## config.mk

```make
export PLATFORM = sky130hd
export DESIGN_NAME = lock_gated_counter_bank
export DESIGN_NICKNAME = d
export VERILOG_FILES = /design/src/rtl/lgcb_pkg.sv /design/src/rtl/lgcb_channel.sv /design/src/rtl/lock_gated_counter_bank.sv
export SDC_FILE = /design/constraint.sdc
export NUM_CORES = 1
export LEC_CHECK = 0
export BUFFER_PORTS_ARGS = -buffer_cell sky130_fd_sc_hd__clkbuf_2
export CAP_MARGIN = 10
export CORE_MARGIN = 2
export CORE_UTILIZATION = 59
export CTS_CLUSTER_DIAMETER = 80
export DETAILED_ROUTE_END_ITERATION = 6
export PLACE_DENSITY = 0.82
export SETUP_SLACK_MARGIN = 0.1
export SYNTH_ARGS = -nofsm -noshare
export SYNTH_HDL_FRONTEND = slang
export SYNTH_SLANG_ARGS = --single-unit
```

## constraint.sdc

```tcl
create_clock -name clk -period 4.43 [get_ports clk]
set_clock_uncertainty 0.1 [all_clocks]
set_input_delay 0.443 -clock clk [delete_from_list [all_inputs] [get_ports clk]]
set_output_delay 0.443 -clock clk [all_outputs]
set_load 0.05 [all_outputs]
```

## src/rtl/lgcb_pkg.sv

```systemverilog
// Shared types and default sizing for the lock-gated counter bank.
package lgcb_pkg;

    typedef enum logic [1:0] {
        ST_UNLOCKED = 2'd0,
        ST_SETTLING = 2'd1,
        ST_RUN      = 2'd2
    } lgcb_state_e;

    localparam int DEF_CHANNELS    = 2;
    localparam int DEF_WIDTH       = 4;
    localparam int DEF_DIV_W       = 4;
    localparam int DEF_SYNC_STAGES = 2;
    localparam int DEF_LOCK_WAIT   = 4;

    // Counter width able to hold 0..n-1, never narrower than one bit.
    function automatic int lgcb_cnt_w(input int n);
        return (n > 1) ? $clog2(n) : 1;
    endfunction

endpackage

```

## src/rtl/lgcb_channel.sv

```systemverilog
// One counter channel: clock-enable prescaler, up/down wrap/saturate counter
// with clear/load, and a registered terminal-count pulse.
module lgcb_channel #(
    parameter int WIDTH = 4,
    parameter int DIV_W = 4
) (
    input  logic             clk,
    input  logic             rst_n,
    input  logic             active,
    input  logic             flush,
    input  logic [DIV_W-1:0] div,
    input  logic             down,
    input  logic             sat,
    input  logic             clr,
    input  logic             load,
    input  logic [WIDTH-1:0] load_val,
    output logic [WIDTH-1:0] q,
    output logic             tc
);

    localparam logic [WIDTH-1:0] ALL1 = '1;

    logic [DIV_W-1:0] presc;
    logic             tick;
    logic [WIDTH-1:0] q_step;

    function automatic logic [WIDTH-1:0] step_count(input logic [WIDTH-1:0] cur,
                                                    input logic dn,
                                                    input logic st);
        if (dn) begin
            if (cur == '0)
                return st ? '0 : ALL1;
            return cur - WIDTH'(1);
        end
        if (cur == ALL1)
            return st ? ALL1 : '0;
        return cur + WIDTH'(1);
    endfunction

    function automatic logic is_terminal(input logic [WIDTH-1:0] v, input logic dn);
        return dn ? (v == '0) : (v == ALL1);
    endfunction

    assign tick   = active & (presc == div);
    assign q_step = step_count(q, down, sat);

    always_ff @(posedge clk or negedge rst_n) begin
        if (!rst_n) begin
            presc <= '0;
            q     <= '0;
            tc    <= 1'b0;
        end else begin
            tc <= 1'b0;
            if (clr) begin
                q     <= '0;
                presc <= '0;
            end else if (load) begin
                q <= load_val;
                if (flush)
                    presc <= '0;
            end else begin
                // Leaving RUN always restarts the prescale phase, even if a tick lands now.
                if (flush)
                    presc <= '0;
                else if (active)
                    presc <= tick ? '0 : presc + DIV_W'(1);
                if (tick) begin
                    q  <= q_step;
                    tc <= is_terminal(q_step, down);
                end
            end
        end
    end

endmodule

```

## src/rtl/lock_gated_counter_bank.sv

```systemverilog
// Bank of prescaled counter channels, enabled only after the PLL lock input
// has been synchronised and held high for LOCK_WAIT cycles.
module lock_gated_counter_bank
    import lgcb_pkg::*;
#(
    parameter int CHANNELS    = DEF_CHANNELS,
    parameter int WIDTH       = DEF_WIDTH,
    parameter int DIV_W       = DEF_DIV_W,
    parameter int SYNC_STAGES = DEF_SYNC_STAGES,
    parameter int LOCK_WAIT   = DEF_LOCK_WAIT
) (
    input  logic                      clk,
    input  logic                      rst_n,
    input  logic                      lock_in,
    input  logic                      clken,
    input  logic [CHANNELS-1:0]       ch_en,
    input  logic [CHANNELS*DIV_W-1:0] ch_div,
    input  logic [CHANNELS-1:0]       ch_down,
    input  logic [CHANNELS-1:0]       ch_sat,
    input  logic [CHANNELS-1:0]       ch_clr,
    input  logic [CHANNELS-1:0]       ch_load,
    input  logic [CHANNELS*WIDTH-1:0] load_val,
    output logic [CHANNELS*WIDTH-1:0] q,
    output logic [CHANNELS-1:0]       tc,
    output logic                      locked
);

    localparam int                 SETTLE_W    = lgcb_cnt_w(LOCK_WAIT);
    localparam logic [SETTLE_W-1:0] SETTLE_LAST = SETTLE_W'(LOCK_WAIT - 1);

    logic [SYNC_STAGES-1:0] sync_q;
    logic                   lock_sync;
    lgcb_state_e            state;
    logic [SETTLE_W-1:0]    settle;
    logic                   run_en;
    logic                   leave_run;

    assign lock_sync = sync_q[SYNC_STAGES-1];
    assign leave_run = (state == ST_RUN) & ~lock_sync;

    always_ff @(posedge clk or negedge rst_n) begin
        if (!rst_n)
            sync_q <= '0;
        else
            sync_q <= {sync_q[SYNC_STAGES-2:0], lock_in};
    end

    // locked and run_en are set on the same edge that enters or stays in RUN.
    always_ff @(posedge clk or negedge rst_n) begin
        if (!rst_n) begin
            state  <= ST_UNLOCKED;
            settle <= '0;
            locked <= 1'b0;
            run_en <= 1'b0;
        end else begin
            locked <= 1'b0;
            run_en <= 1'b0;
            case (state)
                ST_UNLOCKED: begin
                    settle <= '0;
                    if (lock_sync)
                        state <= ST_SETTLING;
                end
                ST_SETTLING: begin
                    settle <= settle + SETTLE_W'(1);
                    if (!lock_sync) begin
                        state <= ST_UNLOCKED;
                    end else if (settle == SETTLE_LAST) begin
                        state  <= ST_RUN;
                        locked <= 1'b1;
                        run_en <= clken;
                    end
                end
                ST_RUN: begin
                    if (!lock_sync) begin
                        state <= ST_UNLOCKED;
                    end else begin
                        locked <= 1'b1;
                        run_en <= clken;
                    end
                end
                default: state <= ST_UNLOCKED;
            endcase
        end
    end

    for (genvar i = 0; i < CHANNELS; i++) begin : g_ch
        lgcb_channel #(
            .WIDTH (WIDTH),
            .DIV_W (DIV_W)
        ) u_ch (
            .clk      (clk),
            .rst_n    (rst_n),
            .active   (run_en & ch_en[i]),
            .flush    (leave_run),
            .div      (ch_div[i*DIV_W +: DIV_W]),
            .down     (ch_down[i]),
            .sat      (ch_sat[i]),
            .clr      (ch_clr[i]),
            .load     (ch_load[i]),
            .load_val (load_val[i*WIDTH +: WIDTH]),
            .q        (q[i*WIDTH +: WIDTH]),
            .tc       (tc[i])
        );
    end

endmodule

```

==> impl_metrics.json <==
{
  "dieWidth_um": 62.0,
  "cts_resized": 0,
  "synth_compound_area_frac": 0.201,
  "r2r_start": "g_ch[1].u_ch.q[0]",
  "vdd_ir_drop_max_mv": 0.192,
  "power.total_uw": 576,
  "clock_path_buffers": 2,
  "synth-simple-area-share": 0.259,
  "synthDistinctLibCells": 60,
  "cts_buffers": 3,
  "wire_per_inst_um": 13.3,
  "synthFlopType": "dfrtp_1",
  "viasPerCell": 5.83,
  "rows": 21,
  "slowest_delay_ns": 0.52,
  "async_reset_ff_frac": 1.00,
  "r2r_cells": 7,
  "grt_pass1_wl_um": 6500,
  "status": "finished clean",
  "initial_core_util": 0.605,
  "clock_latency_ns": 0.31,
  "tns_ns": 0,
  "area_growth_syn_to_layout_pct": 10.8,
  "avgSynthCellArea_sq_um": 8.91,
  "h-tree-depth": 1,
  "period_needed_ns": 2.26,
  "synth_top_family_by_area": "simple AND/OR/NAND/NOR gates",
  "cts-root-buf": "clkbuf_4",
  "synthAdderAreaFrac": 0.0630,
  "coreArea_sq_mm": 0.00328,
  "crit_buf_inv": 1,
  "arrival_ns": 2.40,
  "slew_violations": 0,
  "drive_gt1_frac": 0.215,
  "p_per_area_mw_per_mm2": 262,
  "postSynthCellCount": 223,
  "fillers": 288,
  "grt_use_met2": 0.371,
  "dr.pass1.iters": 4,
  "drtIter0Drc": 102,
  "post-cts-setup-buffers": 0,
  "crit_required_ns": 4.57,
  "end_kind": "flop",
  "fin_nets": 298,
  "hold_violations": 0,
  "grt_pass1_vias": 1518,
  "vias": 1761,
  "grt_util_met1": 0.296,
  "final_cell_mix": "clkbuf_2, dfrtp_1, nand2_1, nor2_1, o21ai_0",
  "crit_family": "compound AO/OA/AOI/OAI gates",
  "wl_um": 4030,
  "ant_nets": 0,
  "grt_start_max_net_pins": 27,
  "gr-total-overflow": 0,
  "synth_seq_cells": 26,
  "hold_ws_ns": 0.0237,
  "synthMuxAreaShare": 0.0523,
  "crit_chain": "inv_1 > ha_1 > or4_1 > o2111ai_1 > o31a_2 > nand2_2 > a311oi_2",
  "ys_seq_area_frac": 0.327,
  "num_io_pins": 41,
  "hpwlAfterDp_um": 3160,
  "synth_edf_count": 0,
  "p_leak_uw": 0.000988,
  "worst-slew-pin-transition_ns": 0.639,
  "cap_violations": 0,
  "port_buffers": 40,
  "hold_buffers": 0,
  "antenna_found_initial": 0,
  "rsz0062_at_grt": "false",
  "fp.dieH_um": 62.0,
  "max_freq_mhz": 443,
  "relSlewSlack": 0.574,
  "critPathLaunchType": "flop",
  "use_met3": 0.0373,
  "grt.total_usage": 0.221,
  "synth_xor_area_frac": 0.0397,
  "yosysWarnings": 0,
  "place_congestion": 0.835,
  "setup_violations": 0,
  "diodes": 0,
  "slowest_stage": "or4_1",
  "r2r-end": "g_ch[1].u_ch.q[3]",
  "grt.busiest_layer": "met2",
  "cts.sinks": 26,
  "synth_fp_nets": 263,
  "cts_tree": "built",
  "reg2reg_slack_ns": 2.17,
  "final_common_cell": "clkbuf_2",
  "drc_errors": 0,
  "critPathKind": "reg2reg",
  "synth_area_sq_mm": 0.00199,
  "clk_pin_slew_ns": 0.13,
  "die_area_sq_mm": 0.00385,
  "critPathMaxFanout": 9,
  "min_path_type": "in2async",
  "layout_worst_path_cycle_share": 0.510
}
==> registers in the layout (all words and copies together), names as in the netlist <==
signal	count
g_ch.u_ch.q	8
locked	1
sync_q	2
g_ch.u_ch.tc	2
settle	2
g_ch.u_ch.presc	8
run_en	1
state	2
==> power breakdown <==
| part | total, uW | internal, uW | switching, uW | leakage, uW |
|---|---|---|---|---|
| clock | 95.0 | 31.8 | 63.2 | 0.0000138 |
| combinational | 198 | 84.8 | 113 | 0.000626 |
| sequential | 283 | 258 | 25.5 | 0.000348 |
| total | 576 | 374 | 201 | 0.000988 |
==> how the worst max path moves through the flow <==
stage                           start           endpoint  slack, ns  cells past startpoint
detailed placement  g_ch[1].u_ch.q[0]  g_ch[1].u_ch.q[3]       2.18                      7
global route        g_ch[1].u_ch.q[0]    g_ch[1].u_ch.tc       2.02                      7
floorplan           g_ch[1].u_ch.q[0]  g_ch[1].u_ch.q[3]       2.01                      7
global placement    g_ch[1].u_ch.q[0]  g_ch[1].u_ch.q[3]       2.28                      7
finish              g_ch[1].u_ch.q[0]  g_ch[1].u_ch.q[3]       2.17                      7
CTS                 g_ch[1].u_ch.q[0]  g_ch[1].u_ch.q[3]       2.17                      7
==> synth_stat cells, types with 2 or more instances <==
cell type | instances | share of area
or4_1 | 3 | 0.011
or4b_1 | 3 | 0.015
a21oi_1 | 9 | 0.023
nand2b_1 | 3 | 0.0094
o31ai_1 | 2 | 0.0076
buf_1 | 2 | 0.0038
nor2b_1 | 3 | 0.0094
o21ai_0 | 14 | 0.035
mux2i_1 | 7 | 0.035
nor3_1 | 4 | 0.010
a22o_1 | 3 | 0.013
a211oi_1 | 4 | 0.015
nand3b_1 | 4 | 0.015
nand3_1 | 8 | 0.020
nor2_1 | 16 | 0.030
a21boi_1 | 2 | 0.0076
nand2_1 | 23 | 0.043
a32o_1 | 2 | 0.010
a221oi_1 | 3 | 0.013
ha_1 | 10 | 0.063
dfrtp_1 | 26 | 0.33
buf_2 | 2 | 0.0050
and4b_1 | 2 | 0.010
or3_1 | 3 | 0.0094
xor2_1 | 4 | 0.018
inv_1 | 12 | 0.023
nor3b_1 | 2 | 0.0076
nor4_1 | 2 | 0.0063
buf_4 | 3 | 0.011
o21ai_1 | 2 | 0.0050
and3_1 | 3 | 0.0094
buf_6 | 2 | 0.011
mux2_1 | 2 | 0.011
o2111ai_1 | 2 | 0.0088
xnor2_1 | 5 | 0.022
o22ai_1 | 2 | 0.0063
==> layout make-up <==
type | instances | area (sq um) | share of cell area
clock buffer | 3 | 22.5 | 0.0102
inverter | 13 | 48.8 | 0.0222
multi-input combinational | 174 | 1220 | 0.555
sequential | 26 | 651 | 0.296
tap | 46 | 57.6 | 0.0262
timing repair buffer | 40 | 200 | 0.0910
==> cell families after synthesis <==
kind of cell	count (synthesis)
and+or+nand+nor	89
DFF	26
muxes	10
buffers and inverters	23
AOI/OAI and AO/OA	56
xor gates and xnor gates	9
adders and majority gates	10
==> layer usage <==
metal | vias up | part of all wire
met2 | 32 | 0.50
met4 | 0 | 0.0097
met3 | 7 | 0.038
met5 | - | 0
li1 | 886 | -
met1 | 836 | 0.45
==> through the flow <==
step / util / cells / instance area, sq um / worst slack (ns)
after global placement: 0.663 / 299 / 2180 / 2.28
after global routing: 0.670 / 302 / 2200 / 2.02
final: 0.670 / 302 / 2200 / 2.17
after floorplan: - / 223 / 1990 / 2.01
after detailed placement: 0.663 / 299 / 2180 / 2.18
after CTS: 0.670 / 302 / 2200 / 2.17
(Power assumes the default switching activity.)
